--- src/rtl/vga_pkg.sv ---
// rtl/vga_pkg.sv - shared 800x600@60 timing constants, lock FSM states, saturating helpers
package vga_pkg;

  localparam int VGA_H_ACTIVE = 800;
  localparam int VGA_H_FP     = 40;
  localparam int VGA_H_SYNC   = 128;
  localparam int VGA_H_BP     = 88;
  localparam int VGA_H_TOTAL  = VGA_H_ACTIVE + VGA_H_FP + VGA_H_SYNC + VGA_H_BP;
  localparam int VGA_H_START  = VGA_H_SYNC + VGA_H_BP;

  localparam int VGA_V_ACTIVE = 600;
  localparam int VGA_V_FP     = 1;
  localparam int VGA_V_SYNC   = 4;
  localparam int VGA_V_BP     = 23;
  localparam int VGA_V_TOTAL  = VGA_V_ACTIVE + VGA_V_FP + VGA_V_SYNC + VGA_V_BP;
  localparam int VGA_V_START  = VGA_V_SYNC + VGA_V_BP;

  typedef enum logic [1:0] {
    ST_SEARCH = 2'd0,
    ST_CHECK  = 2'd1,
    ST_LOCKED = 2'd2
  } lock_state_t;

  function automatic logic [11:0] sat_inc12(input logic [11:0] val);
    return (val == 12'hFFF) ? val : val + 12'd1;
  endfunction

  function automatic logic [10:0] sat_inc11(input logic [10:0] val);
    return (val == 11'h7FF) ? val : val + 11'd1;
  endfunction

endpackage

--- src/rtl/vga_timing_recover_sync_edge_det.sv ---
// rtl/vga_timing_recover_sync_edge_det.sv - sync polarity normalise, stage-1 register, leading-edge pulse
module sync_edge_det #(
  parameter bit SYNC_POS = 1'b1
) (
  input  logic i_clk,
  input  logic i_rst_n,
  input  logic i_sync,
  output logic o_edge
);

  logic r_level;
  logic r_level_d;

  // Stage 1: register the sync as active-high, keep the previous stage-1 value for edge detect
  always_ff @(posedge i_clk or negedge i_rst_n) begin
    if (!i_rst_n) begin
      r_level   <= 1'b0;
      r_level_d <= 1'b0;
    end else begin
      r_level   <= SYNC_POS ? i_sync : ~i_sync;
      r_level_d <= r_level;
    end
  end

  assign o_edge = r_level & ~r_level_d;

endmodule

--- src/rtl/vga_timing_recover.sv ---
// rtl/vga_timing_recover.sv - recovers pixel position, data-enable and lock from a VGA pin stream
module vga_timing_recover
  import vga_pkg::*;
#(
  parameter int H_TOTAL  = VGA_H_TOTAL,
  parameter int H_START  = VGA_H_START,
  parameter int H_ACTIVE = VGA_H_ACTIVE,
  parameter int V_TOTAL  = VGA_V_TOTAL,
  parameter int V_START  = VGA_V_START,
  parameter int V_ACTIVE = VGA_V_ACTIVE,
  parameter bit SYNC_POS = 1'b1
) (
  input  logic        pclk,
  input  logic        rst_n,
  input  logic        hs_in,
  input  logic        vs_in,
  input  logic [11:0] rgb_in,
  output logic [10:0] x,
  output logic [10:0] y,
  output logic        de,
  output logic [11:0] rgb_out,
  output logic        frame_start,
  output logic        locked,
  output logic [11:0] line_len,
  output logic [10:0] frame_lines,
  output logic [7:0]  err_cnt
);

  localparam logic [11:0] LP_H_TOT = 12'(H_TOTAL);
  localparam logic [11:0] LP_H_LO  = 12'(H_START);
  localparam logic [11:0] LP_H_HI  = 12'(H_START + H_ACTIVE);
  localparam logic [10:0] LP_V_TOT = 11'(V_TOTAL);
  localparam logic [10:0] LP_V_LO  = 11'(V_START);
  localparam logic [10:0] LP_V_HI  = 11'(V_START + V_ACTIVE);

  logic        w_hedge;
  logic        w_vedge;
  logic [11:0] r_rgb_s1;

  logic [11:0] r_h;
  logic [10:0] r_v;
  lock_state_t r_state;
  logic        r_line_ok;
  logic        r_bad_frame;

  logic [11:0] w_h_nxt;
  logic [10:0] w_v_nxt;
  logic        w_hsat;
  logic        w_line_bad;
  logic        w_lines_bad;
  lock_state_t w_state_nxt;
  logic        w_bad_nxt;
  logic        w_err_inc;
  logic        w_de_nxt;

  sync_edge_det #(.SYNC_POS(SYNC_POS)) u_hs_det (
    .i_clk   (pclk),
    .i_rst_n (rst_n),
    .i_sync  (hs_in),
    .o_edge  (w_hedge)
  );

  sync_edge_det #(.SYNC_POS(SYNC_POS)) u_vs_det (
    .i_clk   (pclk),
    .i_rst_n (rst_n),
    .i_sync  (vs_in),
    .o_edge  (w_vedge)
  );

  // Stage 1 for pixel data so it stays aligned with the registered syncs
  always_ff @(posedge pclk or negedge rst_n) begin
    if (!rst_n) r_rgb_s1 <= '0;
    else        r_rgb_s1 <= rgb_in;
  end

  // Next counter values, timing checks and lock FSM transitions
  always_comb begin
    w_h_nxt     = w_hedge ? 12'd0 : sat_inc12(r_h);
    w_v_nxt     = w_vedge ? 11'd0 : (w_hedge ? sat_inc11(r_v) : r_v);
    w_hsat      = (w_h_nxt == 12'hFFF);
    // The first hedge after reset closes a partial line, so it is never judged
    w_line_bad  = w_hedge && r_line_ok && (sat_inc12(r_h) != LP_H_TOT);
    w_lines_bad = w_vedge && (sat_inc11(r_v) != LP_V_TOT);
    w_state_nxt = r_state;
    w_bad_nxt   = r_bad_frame;
    w_err_inc   = 1'b0;
    case (r_state)
      ST_SEARCH: begin
        w_bad_nxt = 1'b0;
        if (w_vedge) w_state_nxt = ST_CHECK;
      end
      ST_CHECK: begin
        if (w_line_bad || w_hsat) w_bad_nxt = 1'b1;
        if (w_vedge) begin
          w_bad_nxt = 1'b0;
          if (!r_bad_frame && !w_line_bad && !w_lines_bad && !w_hsat) w_state_nxt = ST_LOCKED;
        end
      end
      ST_LOCKED: begin
        if (w_line_bad || w_lines_bad || w_hsat) begin
          w_err_inc   = 1'b1;
          w_state_nxt = ST_CHECK;
          // A mid-frame fault spoils the rest of this frame; a fault on vedge starts a clean one
          w_bad_nxt   = !w_vedge;
        end
      end
      default: begin
        w_state_nxt = ST_SEARCH;
        w_bad_nxt   = 1'b0;
      end
    endcase
    w_de_nxt = (w_state_nxt == ST_LOCKED) &&
               (w_h_nxt >= LP_H_LO) && (w_h_nxt < LP_H_HI) &&
               (w_v_nxt >= LP_V_LO) && (w_v_nxt < LP_V_HI);
  end

  // Output stage: counters, FSM, measurements and all outputs update together
  always_ff @(posedge pclk or negedge rst_n) begin
    if (!rst_n) begin
      r_h         <= '0;
      r_v         <= '0;
      r_state     <= ST_SEARCH;
      r_line_ok   <= 1'b0;
      r_bad_frame <= 1'b0;
      line_len    <= '0;
      frame_lines <= '0;
      err_cnt     <= '0;
      frame_start <= 1'b0;
      locked      <= 1'b0;
      de          <= 1'b0;
      x           <= '0;
      y           <= '0;
      rgb_out     <= '0;
    end else begin
      r_h         <= w_h_nxt;
      r_v         <= w_v_nxt;
      r_state     <= w_state_nxt;
      r_bad_frame <= w_bad_nxt;
      if (w_hedge) begin
        r_line_ok <= 1'b1;
        line_len  <= sat_inc12(r_h);
      end
      if (w_vedge) frame_lines <= sat_inc11(r_v);
      if (w_err_inc && (err_cnt != 8'hFF)) err_cnt <= err_cnt + 8'd1;
      frame_start <= w_vedge;
      locked      <= (w_state_nxt == ST_LOCKED);
      de          <= w_de_nxt;
      x           <= w_de_nxt ? 11'(w_h_nxt - LP_H_LO) : 11'd0;
      y           <= w_de_nxt ? (w_v_nxt - LP_V_LO) : 11'd0;
      rgb_out     <= r_rgb_s1;
    end
  end

endmodule

--- config.mk ---
export PLATFORM = sky130hd
export DESIGN_NAME = vga_timing_recover
export DESIGN_NICKNAME = d
export VERILOG_FILES = /design/src/rtl/vga_pkg.sv /design/src/rtl/vga_timing_recover_sync_edge_det.sv /design/src/rtl/vga_timing_recover.sv
export SDC_FILE = /design/constraint.sdc
export NUM_CORES = 1
export LEC_CHECK = 0
export ABC_AREA = 1
export CAP_MARGIN = 40
export CORE_MARGIN = 5
export CORE_UTILIZATION = 50
export CTS_BUF_LIST = sky130_fd_sc_hd__clkbuf_4
export DETAILED_ROUTE_END_ITERATION = 8
export GPL_TIMING_DRIVEN = 0
export HOLD_SLACK_MARGIN = 0.05
export PLACE_DENSITY = 0.87
export REMOVE_ABC_BUFFERS = 1
export SYNTH_ARGS = -nofsm -noshare
export SYNTH_HDL_FRONTEND = slang
export SYNTH_SLANG_ARGS = --single-unit
--- constraint.sdc ---
create_clock -name pclk -period 2.31 [get_ports pclk]
set_input_delay 0.462 -clock pclk [delete_from_list [all_inputs] [get_ports pclk]]
set_output_delay 0.462 -clock pclk [all_outputs]
set_load 0.005 [all_outputs]
* Word level (Yosys, flattened, before mapping)
Index checks and enable logic that the tools add are counted. Widths: inputs -> output; s select.
Cells by class: reduce and logical (&&, ||, !) cells 21, muxes and demuxes 18, eq/ne operators 11, magnitude comparators 4, bitwise logic cells 4, add/sub/neg operators 5
Operator list (number):
- $mux 11 | 5
- $eq 12x12->1 const B | 2
- $mux 12 | 2
- $add 12x1->12 const B | 1
- $ge 12x8->1 const B | 1
- $lt 12x10->1 const B | 1
- $ne 12x11->1 const B | 1
- $add 11x1->11 const B | 1
- $eq 11x11->1 const B | 1
- $ge 11x5->1 const B | 1
- $logic_and 1x1->1 | 11
- $lt 11x10->1 const B | 1
- $ne 11x10->1 const B | 1
- $sub 11x5->11 const B | 1
- $sub 11x8->11 const B | 1
- $add 8x1->8 const B | 1
- $mux 2 | 4
- $ne 8x8->1 const B | 1
- $pmux 2 s3 | 1
- $logic_not 1->1 | 5
- $mux 1 | 5
- $eq 2x2->1 const B | 2
- $logic_or 1x1->1 | 3
- $ne 3x3->1 const B | 1
- 7 further kinds | 9
Word-level totals: logic and storage cells 82, input port bits 16, flip-flop bits (word level) 111, output and inout bits 68

* Longest topological paths before layout
Gate-level depths: netlist (run 1).
depth in word-level cells 17, gate-level depth with buffers 19, mapped depth without buffers 18

* Hierarchy
Synthesis (run 1) repeated with hierarchy kept, for this count alone.
Second synthesis, totals: cell total of the unflattened synthesis 567, area total of the unflattened synthesis 5216.3 um2
Modules (own cells, without submodules):
- vga_timing_recover | seq. area each 2677.6 um2, area an instance 5096.1 um2, cells each 559, times used 1
- sync_edge_det | seq. area each 50.0 um2, area an instance 60.1 um2, cells each 4, times used 2

* Worst setup path after synthesis (run 1)
Ideal clock, no wire load.
path kind register to register, from register r_h[0], to register y[0], slack -106 ps, setup time 68 ps, arrival time 2349 ps, path buffers 2, cell stages (with the launch flop) 19, data required time 2242 ps, period minus slack after synthesis 2416 ps, cell sequence dfrtp_1 -> ha_1 -> nand2_2 -> nor2_8 -> nand3_4 -> buf_6 -> nand3_1 -> nor2_1 -> nand3_1 -> nor2_1 -> nand2_1 -> nand2_2 -> nand3_4 -> nand2_1 -> nand2_1 -> a21oi_2 -> nand3_4 -> buf_8 -> nor2_4
Between the ends: cells in the longest elaborated chain, start to end 17, elaborated cells between the ends (all ways) 26, those cells by class 1 x add/sub; 2 x order compare; 4 x eq/ne; 7 x mux; 12 x reduce/logical
Ends and longest elaborated chain:
- from (decl) | line vga_timing_recover.sv:40 | logic [11:0] r_h;
- from (signal assigned) | line vga_timing_recover.sv:135 | r_h <= w_h_nxt;
- $add 12x1->12 / $eq 12x12->1 (equally long branches) | line vga_pkg.sv:25 | return (val == 12'hFFF) ? val : val + 12'd1;
- $mux 12 * | line vga_pkg.sv:25
- $ne 12x11->1 | line vga_timing_recover.sv:82 | w_line_bad = w_hedge && r_line_ok && (sat_inc12(r_h) != LP_H_TOT);
- $logic_and 1x1->1 | line vga_timing_recover.sv:82
- $logic_not 1->1 | line vga_timing_recover.sv:96 | if (!r_bad_frame && !w_line_bad && !w_lines_bad && !w_hsat) w_state_nxt = ST_LOCKED;
- $logic_and 1x1->1 (3 in a row) | line vga_timing_recover.sv:96
- $mux 2 | line vga_timing_recover.sv:96
- $mux 2 | line vga_timing_recover.sv:94 | if (w_vedge) begin
- $pmux 2 s3 | line vga_timing_recover.sv:87 | case (r_state)
- $eq 2x2->1 | line vga_timing_recover.sv:112 | w_de_nxt = (w_state_nxt == ST_LOCKED) &&
- $logic_and 1x1->1 | line vga_timing_recover.sv:112
- $logic_and 1x1->1 * (2 in a row) | line vga_timing_recover.sv:113 | (w_h_nxt >= LP_H_LO) && (w_h_nxt < LP_H_HI) &&
- $logic_and 1x1->1 * | line vga_timing_recover.sv:114 | (w_v_nxt >= LP_V_LO) && (w_v_nxt < LP_V_HI);
- $mux 11 * | line vga_timing_recover.sv:149 | y <= w_de_nxt ? (w_v_nxt - LP_V_LO) : 11'd0;
- to (signal assigned) | line vga_timing_recover.sv:149
- to (decl) | line vga_timing_recover.sv:19 | output logic [10:0] y,
Mark *: on every way between the ends. The rest lies on a longest branch, timed or not. A chain may end at the register's enable or synchronous reset.

* Worst setup path in the final report (run 1)
from register r_h[1], to register x[1]
Between the ends: elaborated cells between the ends (all ways) 27, those cells by class 2 x add/sub; 2 x order compare; 4 x eq/ne; 7 x mux; 12 x reduce/logical
RTL lines:
- $add 12x1->12 / $eq 12x12->1 (equally long branches) | line vga_pkg.sv:25
- $mux 12 * | line vga_pkg.sv:25
- $mux 12 * | line vga_timing_recover.sv:78 | w_h_nxt = w_hedge ? 12'd0 : sat_inc12(r_h);
- named net w_h_nxt[11] | line vga_timing_recover.sv:46 | logic [11:0] w_h_nxt;
- $eq 12x12->1 | line vga_timing_recover.sv:80 | w_hsat = (w_h_nxt == 12'hFFF);
- $logic_not 1->1 | line vga_timing_recover.sv:96
- $logic_and 1x1->1 | line vga_timing_recover.sv:96
- $mux 2 | line vga_timing_recover.sv:96
- $mux 2 | line vga_timing_recover.sv:94
- $pmux 2 s3 | line vga_timing_recover.sv:87
- $eq 2x2->1 | line vga_timing_recover.sv:112
- $logic_and 1x1->1 | line vga_timing_recover.sv:112
- $logic_and 1x1->1 * (2 in a row) | line vga_timing_recover.sv:113
- $logic_and 1x1->1 * | line vga_timing_recover.sv:114
- $mux 11 * | line vga_timing_recover.sv:148 | x <= w_de_nxt ? 11'(w_h_nxt - LP_H_LO) : 11'd0;
- to (signal assigned) | line vga_timing_recover.sv:148
- to (decl) | line vga_timing_recover.sv:18 | output logic [10:0] x,
Mark *: on every way through the listed nets, which the timed path passes. The rest lies on a longest branch.

==> reports/qor.yml, run 1 <==
critical_path:
  reg2reg_slack_ns: -0.53
  crit_buf_inv: 3
  critical_path_required_ns: 2.72
  crit_top_cell: "nor2_4"
  critical_path_class: "flop to flop"
  cp_cell_sequence: "buf_6 -> nand3_2 -> nor2_4 -> nand3_1 -> nand2_2 -> nand3_1 -> nand2_1 -> inv_1 -> nor3_1 -> o21ai_0 -> a31oi_1 -> nand2_1 -> nor2_4 -> nand3_4 -> clkbuf_16 -> nor2_4"
  cpPeakStageDelay_ns: 0.46
  crit_fanout: 5
  cp-start-kind: "flop"
  endpoint_kind: "flop"
  cp_top_family: "simple AND/OR/NAND/NOR gates"
  crit_arrival_ns: 3.25
  crit_slowest_cell: "dfrtp_1"
final_layout:
  final_core_util: 0.699
  final_common_cell: "nand2_1"
  antenna_cells: 0
  area_growth_pct: 36.6
  finalNetCount: 729
  drive_gt1_frac: 0.268
  final_cell_mix: "nand2_1 (117), dfrtp_1 (110), clkdlybuf4s50_1 (82), inv_1 (60), nor2_4 (36)"
  instances_no_fill: 845
clock_network:
  cts_sinks: 111
  cts_tree: "yes"
  clockBufferDepth: 2
  cts.reportedPaths.clkPinSlew_ns: 0.19
  clk_latency_ns: 0.48
  cts_root_buf: "clkbuf_4"
  cts_buffers: 9
  htree_num_levels: 3
global_routing:
  grt_max_degree: 60
  first_global_vias: 4388
  grt.total_usage: 0.210
  grt_pass1_wl_mm: 21.5
  antenna_found_initial: 0
  overflow: 0
run:
  cap_violations: 0
synthesis:
  ys_seq_area_frac: 0.526
  syn_avg_cell_area_um2: 9.24
  yosysUniqueCellTypes: 37
  synth_top_cell_by_area: "dfrtp_1"
  syn_inst: 572
  synth_area_mm2: 0.00528
  ys_seq_elements: 111
  synth_top_area_share: 0.526
  synth_warnings: 0
  ys_top_cells_by_area: "dfrtp_1 (53%), nand2_1 (9.5%), nor2_4 (5.3%)"
floorplanning:
  start_util: 0.512
  floorplan.rows: 37
  ios: 84
  dieArea_mm2: 0.0127
  die_h_um: 113
  core_area_mm2: 0.0103
  die-width_um: 113
sta:
  max_freq_mhz: 352
  slew_headroom: 0.532
  setup_viol: 34
  period_share: 1.23
  period_minus_slack_ns: 2.84
  slew_viol_final: 0
  skew_ns: 0.0403
  setup_ws_ns: -0.527
  rsz0062_at_grt: "yes"
  worstMarginPinSlew_ns: 0.702
  hold_viol_final: 0
routing:
  firstDrtPassIters: 6
  wirelength_mm: 14.5
  wl_per_cell_um: 17.1
  ant_nets: 0
  vias: 4562
  drc: 0
  viasPerCell: 5.40
  drt-initial-drc-count: 389
outcome:
  outcome: "finished, violations left"
  violations: "setup timing"
power_and_ir_drop:
  total_power_w: 0.00477
  p_per_area_mw_per_mm2: 660
  ir_drop_mv: 0.346
  p_leak_nw: 3.39
placement:
  gp_congestion: 0.874
  io_buffers: 83
  place_inst: 781
  hpwl_mm: 8.39
min_path:
  hold_path_class: "flop to flop"
[flip-flops by register name, summed over array words and instances, names as in the netlist, 2 cells and up]
signal and cells:
line_len 12, r_h 12, r_rgb_s1 12, rgb_out 12, frame_lines 11, r_v 11
x 11, y 11, err_cnt 8, r_state 2
[repair_timing]
item / CTS / global route
endpoints found under the hold margin: 12 / 0
setup buffers: 25 / 18
hold buffers: 1 / 0
gates resized for setup: 46 / 54
pin swaps: 8 / 23
setup endpoints to repair: 34 / 34
cloned: 2 / 2
[cells by family after synthesis]
| family | count (synthesis) | share of synthesized area |
|---|---|---|
| xor gates and xnor gates | 25 | 0.0414 |
| and+or+nand+nor | 288 | 0.284 |
| buffers and inverters | 85 | 0.0677 |
| DFF | 111 | 0.526 |
| other | 1 | 0.000710 |
| adders and majority gates | 9 | 0.0213 |
| AOI/OAI and AO/OA | 50 | 0.0523 |
| muxes | 3 | 0.00639 |
[through the flow]
step | cell area [um^2] | hold slack (ns) | setup WS, ns | setup TNS (ns)
global placement | 6200 | 0.332 | -3.20 | -409.31
CTS | 6850 | 0.355 | -0.318 | -7.76
finish | 7220 | 0.349 | -0.527 | -14.01
detailed placement | 6260 | 0.335 | -1.19 | -29.23
global route | 7220 | 0.363 | -0.631 | -17.54
floorplan | 5190 | 0.166 | -0.824 | -18.84
[final cells by class]
type	count	area (um^2)
repair buffers	131	1310
multi-input cells	379	2530
well taps	136	170
inverters	72	285
clock buffers	9	67.6
flip-flops and latches	111	2780
fillers	696	3110
clock inverters	7	72.6
[cell usage after synthesis]
cell      count
nand2_1     133
dfrtp_1     111
inv_1        64
nor2_1       49
nand3_1      31
o21ai_0      29
nor2_4       25
xor2_1       21
nand4_1      15
nand2_2      10
ha_1          9
nor2_2        8
a21oi_1       7
inv_2         7
clkbuf_1      6
nand3_2       5
a31oi_1       4
nor3_1        4
xnor2_1       4
mux2_2        3
nand3_4       3
o211ai_1      3
o21ai_1       3
buf_1         2
buf_6         2
buf_8         2
o21ai_2       2
a21oi_2       1
buf_2         1
clkinv_1      1
conb_1        1
nand3b_1      1
nand4_2       1
nor2_8        1
nor4_1        1
o21bai_1      1
or2_2         1
[layer usage]
| layer | GRT usage | wire length [um] | share of wire |
|---|---|---|---|
| met5 | 0 | 0 | 0 |
| met3 | 0.0449 | 1100 | 0.076 |
| met1 | 0.276 | 5780 | 0.40 |
| met2 | 0.344 | 7170 | 0.50 |
| met4 | 0.0745 | 402 | 0.028 |
[path summary, 6_finish.rpt]
kind,to,depth (start not counted),from
worst max-delay path,x[1]$_DFF_PN0_,16,r_h[1]$_DFF_PN0_
worst min-delay path,rgb_out[1]$_DFF_PN0_,0,r_rgb_s1[1]$_DFF_PN0_
worst max register to register,x[1]$_DFF_PN0_,16,r_h[1]$_DFF_PN0_
worst min register to register,rgb_out[1]$_DFF_PN0_,0,r_rgb_s1[1]$_DFF_PN0_
max in group asynchronous,r_line_ok$_DFFE_PN0P_,3,rst_n
min in group asynchronous,x[10]$_DFF_PN0_,2,rst_n
[worst reg2reg max path: cells and delay by family, from the launching register on]
family	cells	cell delay [ns]
flops	1	0.46
compound gates	2	0.29
buf+inv	3	0.44
simple gates	11	1.58
[power by group]
group,internal [W],leakage [nW],total [W],switching [W]
Clock,0.000333,0.0739,0.000985,0.000652
Combinational,0.000647,1.89,0.00151,0.000868
Sequential,0.00212,1.43,0.00227,0.000151
Note: power is estimated with default switching activity, not from simulation.
==> run 2, diff against run 1 <==
CORE_UTILIZATION = 40   (was 50)
CTS_BUF_LIST = sky130_fd_sc_hd__clkbuf_4 sky130_fd_sc_hd__clkbuf_8   (was sky130_fd_sc_hd__clkbuf_4)
PLACE_DENSITY = 0.74   (was 0.87)
==> run 2 against run 1 <==
  * The run still ends with setup timing left
  * Fmax grew 4.6%
  * Clock skew shrank 0.024 ns
  * Worst hold slack lost 0.24 ns
  * Die area grew 23%
  * Flip-flop and latch count is the same
  * Power grew 1.3%
  * Non-clock buffer count shrank 7
  * Critical path depth shrank 2
  * Critical endpoint is now err_cnt[7]$_DFFE_PN0P_
==> reports/qor.yml, run 2 (synthesized netlist as in run 1, its figures left out) <==
outcome:
  outcome: "finished, violations left"
  violations: "setup timing"
final_layout:
  fillerInstances: 1150
  drive_gt1_frac: 0.244
  final_cell_mix: "nand2_1 (120), dfrtp_1 (109), clkdlybuf4s50_1 (82), inv_1 (61), nor2_1 (38)"
  final_common_cell: "nand2_1"
  antenna_cells: 0
  area_growth_pct: 35.9
  finalNetCount: 721
sta:
  period_share: 1.17
  slew_viol_final: 0
  max_freq_mhz: 369
  worstMarginPinSlew_ns: 0.732
  rsz0062_at_grt: "yes"
  skew_ns: 0.0168
  setup_ws_ns: -0.402
  period_minus_slack_ns: 2.71
  hold_viol_final: 0
  setup_viol: 33
  hold_ws_ns: 0.106
  slew_headroom: 0.512
min_path:
  hold_path_class: "input port to async pin"
critical_path:
  cpPeakStageDelay_ns: 0.44
  critical_path_class: "flop to flop"
  crit_top_cell: "nand3_4"
  cp-start-kind: "flop"
  endpoint_kind: "flop"
  cp_cell_sequence: "ha_4 -> nand2_4 -> nor2_8 -> nand3_4 -> buf_4 -> nand2_1 -> nand3_1 -> nor2_4 -> nand3_4 -> nand3_4 -> buf_4 -> nand3_4 -> buf_12 -> mux2_2"
  crit_fanout: 8
  critical_path_required_ns: 2.59
  crit_slowest_cell: "dfrtp_2"
  crit_arrival_ns: 2.99
routing:
  drc: 0
  viasPerCell: 4.81
  wirelength_mm: 12.7
  vias: 4221
  firstDrtPassIters: 4
  wl_per_cell_um: 14.5
  ant_nets: 0
  drt-initial-drc-count: 254
power_and_ir_drop:
  p_per_area_mw_per_mm2: 672
  ir_drop_mv: 0.395
  p_leak_nw: 3.35
  total_power_w: 0.00483
clock_network:
  cts_buffers: 9
  cts_sinks: 111
  htree_num_levels: 3
  cts.reportedPaths.clkPinSlew_ns: 0.11
  cts_tree: "yes"
  clk_latency_ns: 0.40
  hold_buffers: 0
  clockBufferDepth: 2
  cts_root_buf: "clkbuf_8"
placement:
  hpwl_mm: 8.24
  io_buffers: 83
  gp_congestion: 0.872
  place_ws_ns: -1.10
global_routing:
  first_global_vias: 4301
  overflow: 0
  antenna_found_initial: 0
  grt_pass1_wl_mm: 21.4
  grt_max_degree: 59
  grt.total_usage: 0.168
floorplanning:
  core_area_mm2: 0.0131
  die_h_um: 125
  start_util: 0.404
  ios: 84
  floorplan.rows: 42
  die-width_um: 125
  dieArea_mm2: 0.0156
run:
  cap_violations: 0
-- run 2: final timing paths --
| path | startpoint | end | slack [ns] | depth (start not counted) |
|---|---|---|---|---|
| worst max-delay path | r_h[1]$_DFF_PN0_ | err_cnt[7]$_DFFE_PN0P_ | -0.40 | 14 |
| worst min register to register | r_rgb_s1[10]$_DFF_PN0_ | rgb_out[10]$_DFF_PN0_ | 0.36 | 0 |
| max in group asynchronous | rst_n | r_h[7]$_DFF_PN0_ | 1.47 | 2 |
| min in group pclk | r_rgb_s1[10]$_DFF_PN0_ | rgb_out[10]$_DFF_PN0_ | 0.36 | 0 |
| worst max register to register | r_h[1]$_DFF_PN0_ | err_cnt[7]$_DFFE_PN0P_ | -0.40 | 14 |
| worst min-delay path | rst_n | r_rgb_s1[8]$_DFF_PN0_ | 0.11 | 1 |
-- run 2: stage by stage --
| step | cell area, um^2 | TNS, ns | std cells | util |
|---|---|---|---|---|
| 2_1_floorplan | 5190 | -18.84 | 559 | - |
| 4_1_cts | 6870 | -9.57 | 863 | 0.525 |
| 6_report | 7180 | -11.21 | 877 | 0.549 |
| 3_5_place_dp | 6290 | -27.54 | 821 | 0.481 |
| 3_3_place_gp | 6250 | -437.02 | 818 | 0.477 |
| 5_1_grt | 7180 | -14.93 | 877 | 0.549 |
-- run 2: repair_timing --
action / in CTS / in global routing
gates cloned: 3 / 0
buffers inserted: 23 / 14
pin swaps: 18 / 19
setup endpoints to repair: 34 / 34
resized for setup: 34 / 48
-- run 2: area by class of cell --
class / instances / area [um^2] / area share
clock buffers: 10 / 138 / 0.0192
clock inverters: 6 / 52.6 / 0.00732
inverters: 72 / 288 / 0.0401
multi-input cells: 378 / 2450 / 0.341
flip-flops and latches: 111 / 2780 / 0.387
well taps: 176 / 220 / 0.0307
repair buffers: 124 / 1250 / 0.174
-- run 2: layer usage --
layer / vias to the layer above / wire length (um) / global-route usage
li1: 2053 / - / -
met1: 2048 / 5670 / 0.224
met2: 105 / 6140 / 0.264
met3: 15 / 742 / 0.0562
met4: 0 / 160 / 0.0466
met5: - / 0 / 0
-- run 2: where the power goes --
part | switching (W) | internal, W | leakage (nW)
clock network | 0.000692 | 0.000436 | 0.0910
logic | 0.000803 | 0.000629 | 1.83
registers | 0.000152 | 0.00212 | 1.43
-- run 2: worst max-delay path, delay by kind of cell, from the launching register on --
| family | cells | cell delay (ns) |
|---|---|---|
| AND/OR/NAND/NOR | 9 | 1.23 |
| buffers and inverters | 3 | 0.46 |
| flip-flops | 1 | 0.44 |
| adder cells (fa/ha/maj) | 1 | 0.18 |
| multiplexers | 1 | 0.25 |
==> run 3, diff against run 2 <==
SLEW_MARGIN = 10   (was unset)
==> run 3 against run 2 <==
  * The run still ends with setup timing left
  * Wire length up 2.3%
  * Worst hold slack better by 0.25 ns
  * Count of clock-buffer cells in the layout down 1
  * Clock skew about the same
  * Sequential power about the same
  * First-iteration DRC count up 7.5%
  * Clock power up 23%
  * Via count up 0.81%
==> reports/qor.yml, run 3 (synthesized netlist as in run 1, its figures left out) <==
sta:
  worstMarginPinSlew_ns: 0.534
  rsz0062_at_grt: "yes"
  setup_viol: 34
  skew_ns: 0.0168
  slew_viol_final: 0
  hold_ws_ns: 0.355
  max_freq_mhz: 366
  slew_headroom: 0.644
  period_minus_slack_ns: 2.73
  setup_ws_ns: -0.419
  hold_viol_final: 0
  final.setup.tns_ns: -10.90
  period_share: 1.18
critical_path:
  crit_buf_inv: 2
  cp-start-kind: "flop"
  cp_top_family: "simple AND/OR/NAND/NOR gates"
  endpoint_kind: "flop"
  crit_arrival_ns: 3.05
  cpPeakStageDelay_ns: 0.41
  critical_path_required_ns: 2.63
  cp_cell_sequence: "ha_4 -> nand2_4 -> nor2_8 -> nand3_4 -> nand2_4 -> inv_4 -> nor2_4 -> nand2_2 -> nor2_4 -> nand2_2 -> nand2_4 -> nand3_4 -> o21ai_4 -> nand2_2 -> nor2_4 -> nand3_4 -> buf_12 -> nor2_1"
  crit_fanout: 7
  critical_path_class: "flop to flop"
  crit_slowest_cell: "dfrtp_2"
power_and_ir_drop:
  p_per_area_mw_per_mm2: 707
  p_leak_nw: 3.41
  ir_drop_mv: 0.390
  total_power_w: 0.00517
routing:
  drc: 0
  wirelength_mm: 13.0
  viasPerCell: 4.82
  ant_nets: 0
  wl_per_cell_um: 14.7
  firstDrtPassIters: 5
  drt-initial-drc-count: 273
  vias: 4255
placement:
  gp_congestion: 0.872
  hpwl_mm: 8.21
  io_buffers: 83
  placed_area_mm2: 0.00630
clock_network:
  clockBufferDepth: 2
  clk_latency_ns: 0.39
  cts.reportedPaths.clkPinSlew_ns: 0.11
  cts_buffers: 9
  cts_root_buf: "clkbuf_8"
  cts_tree: "yes"
  htree_num_levels: 3
  cts_sinks: 111
final_layout:
  fin_area_mm2: 0.00731
  final_cell_mix: "nand2_1 (118), dfrtp_1 (109), clkdlybuf4s50_1 (82), inv_1 (61), buf_4 (38)"
  final_common_cell: "nand2_1"
  area_growth_pct: 38.3
  drive_gt1_frac: 0.260
  finalNetCount: 728
  antenna_cells: 0
run:
  cap_violations: 0
outcome:
  violations: "setup timing"
  outcome: "finished, violations left"
global_routing:
  antenna_found_initial: 0
  grt_max_degree: 59
  first_global_vias: 4334
  grt_pass1_wl_mm: 21.4
  grt.total_usage: 0.167
  overflow: 0
floorplanning:
  die_h_um: 125
  ios: 84
  dieArea_mm2: 0.0156
  floorplan.rows: 42
  die-width_um: 125
  start_util: 0.404
  core_area_mm2: 0.0131
min_path:
  hold_path_class: "flop to flop"
run 3: cell count changes in the layout (fill, tap and decap cells not counted), moves of 3 or more:
cell | previous run | this run
buf_4 | 32 | 38
nand3_2 | 6 | 10
bufinv_16 | 0 | 3
clkinv_4 | 4 | 1
nand3_1 | 26 | 23
nor2_1 | 38 | 35
nor2_4 | 33 | 36
run 3: metal layers:
metal / vias to the layer above / global-route usage / wire, um
li1: 2071 / - / -
met1: 2033 / 0.222 / 5890
met2: 127 / 0.266 / 6110
met3: 24 / 0.0527 / 752
met4: 0 / 0.0453 / 245
met5: - / 0 / 0
run 3: timing repair:
item | CTS | global route
endpoints found under the hold margin | 54 | 0
cloned | 2 | 2
setup buffers | 24 | 18
resized for setup | 48 | 43
endpoints found under the setup margin | 34 | 34
hold buffers | 1 | 0
pin swaps | 9 | 23
run 3: worst register-to-register path, cell delays in order (launching register included):
cell and delay [ns]:
dfrtp_2 0.41, ha_4 0.18, nand2_4 0.07, nor2_8 0.19, nand3_4 0.18, nand2_4 0.14, inv_4 0.05, nor2_4 0.07
nand2_2 0.08, nor2_4 0.12, nand2_2 0.09, nand2_4 0.10, nand3_4 0.12, o21ai_4 0.18, nand2_2 0.09, nor2_4 0.18
nand3_4 0.13, buf_12 0.18, nor2_1 0.10
run 3: per-stage QoR:
step | util | instances | worst slack (ns)
global route | 0.558 | 883 | -0.571
global placement | 0.477 | 818 | -3.41
detailed placement | 0.481 | 821 | -1.13
CTS | 0.531 | 863 | -0.326
finish | 0.558 | 883 | -0.419
floorplan | - | 559 | -0.824
run 3: power by group:
| group | switching [W] | leakage, nW | total, W | internal (W) |
|---|---|---|---|---|
| sequential | 0.000152 | 1.43 | 0.00227 | 0.00212 |
| clock | 0.000668 | 0.116 | 0.00139 | 0.000722 |
| combinational | 0.000839 | 1.86 | 0.00151 | 0.000668 |
run 3: path summary, 6_finish.rpt:
kind | start | endpoint | slack (ns) | cells past startpoint
max | r_h[1]$_DFF_PN0_ | y[10]$_DFF_PN0_ | -0.42 | 18
min in group asynchronous | rst_n | r_rgb_s1[8]$_DFF_PN0_ | 0.60 | 2
max in group asynchronous | rst_n | r_v[1]$_DFF_PN0_ | 1.04 | 3
min reg2reg | r_rgb_s1[10]$_DFF_PN0_ | rgb_out[10]$_DFF_PN0_ | 0.36 | 0
min | r_rgb_s1[10]$_DFF_PN0_ | rgb_out[10]$_DFF_PN0_ | 0.36 | 0
max reg2reg | r_h[1]$_DFF_PN0_ | y[10]$_DFF_PN0_ | -0.42 | 18
run 3: layout make-up:
class,count,area [um^2]
inverter,72,283
timing repair buffer,130,1270
tap,176,220
clock inverter,6,115
clock buffer,9,124
fill,1120,5780
sequential,111,2780
multi-input combinational,379,2510
==> variant: new RTL, flow settings as in run 3 <==
Take the reset off `r_v` and load it in a clocked block of its own.
--- a/src/rtl/vga_timing_recover.sv
+++ b/src/rtl/vga_timing_recover.sv
@@ -120,3 +120,2 @@
       r_h         <= '0;
-      r_v         <= '0;
       r_state     <= ST_SEARCH;
@@ -135,3 +134,2 @@
       r_h         <= w_h_nxt;
-      r_v         <= w_v_nxt;
       r_state     <= w_state_nxt;
@@ -153,2 +151,6 @@
 
+  always_ff @(posedge pclk) begin
+    r_v <= w_v_nxt;
+  end
+
 endmodule
Check against the original RTL: differs if rst_n is asserted again (counterexample within 10 cycles, from zero or initial values and one cycle with rst_n low); with rst_n held inactive, the same outputs for 10 cycles.
==> variant against run 3 <==
  * The flow still finishes with violations (negative setup slack)
  * Total power decreased by 4.5%
  * Area after synthesis decreased by 1.0%
  * Worst setup slack better by 40 ps
  * Largest power group unchanged
  * Maximum frequency up 1.5%
  * Cell area decreased by 3.6%
  * Critical endpoint is now err_cnt[1]
  * Hold slack got worse by 230 ps
  * Wire length decreased by 4.4%
  * Sequential cell count unchanged
  * Combinational power is 9% lower
==> variant: results (changes against run 3) <==
- Status: finished, violations left (unchanged).
* Violations in the final reports: negative setup slack (unchanged)
- Number of filler instances in the final layout: 1124 (was 1120)
- The post-synthesis share of cell area spent on full adders, half adders and majority gates was 0.02154 (was 0.02132).
- The worst min-delay path category is primary input to asynchronous set/reset pin (was flip-flop to flip-flop).
- Number of global-route vias before repair: 4151 (was 4334)
- Portion of the layout cell area used by non-clock buffers: 0.1654 (was 0.1743)
- R2R depth: 16 (was 18)
* Count of cell types in the netlist: 38 (was 37)
- Maximum number of pins on one net before global-route repair: 61 (was 59)
- Sequential-to-total area share from yosys stat: 0.5208 (was 0.5258)
- The last element of the critical path was err_cnt[1] (was y[10]).
- The share of the core filled with cells in the final layout is 0.5535 (was 0.5584).
- The setup TNS after final layout was -9442 ps (was -10900 ps).
* Worst hold slack: 123.3 ps (was 355.4 ps)
- The area taken by multi-input logic gates was 2422 um2 (was 2511 um2).
- Ranking of synthesized cells by area: dfrtp_1 (48%), nand2_1 (9.6%), nor2_4 (5.4%) (was dfrtp_1 (53%), nand2_1 (9.5%), nor2_4 (5.3%))
- The total number of vias is 4128 (was 4255).
- Met3 track demand over resource: 0.04931 (was 0.05274)
- Post-route setup slack: -379.0 ps (was -419.1 ps)
- Portion of the layout cell area used by clock cells: 0.03181 (was 0.03271)
- The met1 track utilization from global routing came to 0.2162 (was 0.2217).
* First-pass GRT wire length: 20860 um (was 21360 um)
* Post-DP HPWL: 8428 um (was 8206 um)
- Leakage dissipation: 3.256 nW (was 3.409 nW)
- The total met3 wirelength after detailed routing was 609 um (was 752 um).
- Number of DRC markers after the initial detailed-route iteration: 287 (was 273)
- Worst slack at placement: -1202 ps (was -1127 ps)
* Post-layout net count: 714 (was 728)
* Compound-cell area share of the yosys netlist: 0.05290 (was 0.05234)
- The met1 wire length was 5767 um (was 5894 um).
- Total routed wirelength: 12420 um (was 13000 um)
- Count of buffers not belonging to the clock network in the layout: 116 (was 130)
- The final setup violation count was 33 (was 34).
* Routing usage on met2: 0.2602 (was 0.2656)
- Fraction of final layout cells with drive strength greater than 1: 0.2305 (was 0.2603)
- Post-route clock skew: 14.90 ps (was 16.84 ps)
* Met2 wire length: 5884 um (was 6107 um)
## variant: worst max-delay path: cells and delay by family, from the launching register on
kind | cells | cell delay (ps)
and+or+nand+nor | 10 | 1160
buffers and inverters | 4 | 550
DFF | 1 | 420
muxes | 1 | 270
adders and majority gates | 1 | 170
## variant: timing repair
action | 4_1_cts | 5_1_grt
buffers inserted | 21 | 8
gates cloned | 3 | 1
endpoints found under the setup margin | 34 | 34
gates resized for setup | 43 | 31
pin swaps | 17 | 15
hold buffers | 0 | 0
## variant: power by group
| part | total (mW) | leakage (nW) | switching (mW) | internal [mW] |
|---|---|---|---|---|
| combinational | 1.37 | 1.76 | 0.777 | 0.594 |
| sequential | 2.27 | 1.38 | 0.156 | 2.12 |
| clock | 1.29 | 0.112 | 0.752 | 0.537 |
| total | 4.94 | 3.26 | 1.69 | 3.25 |
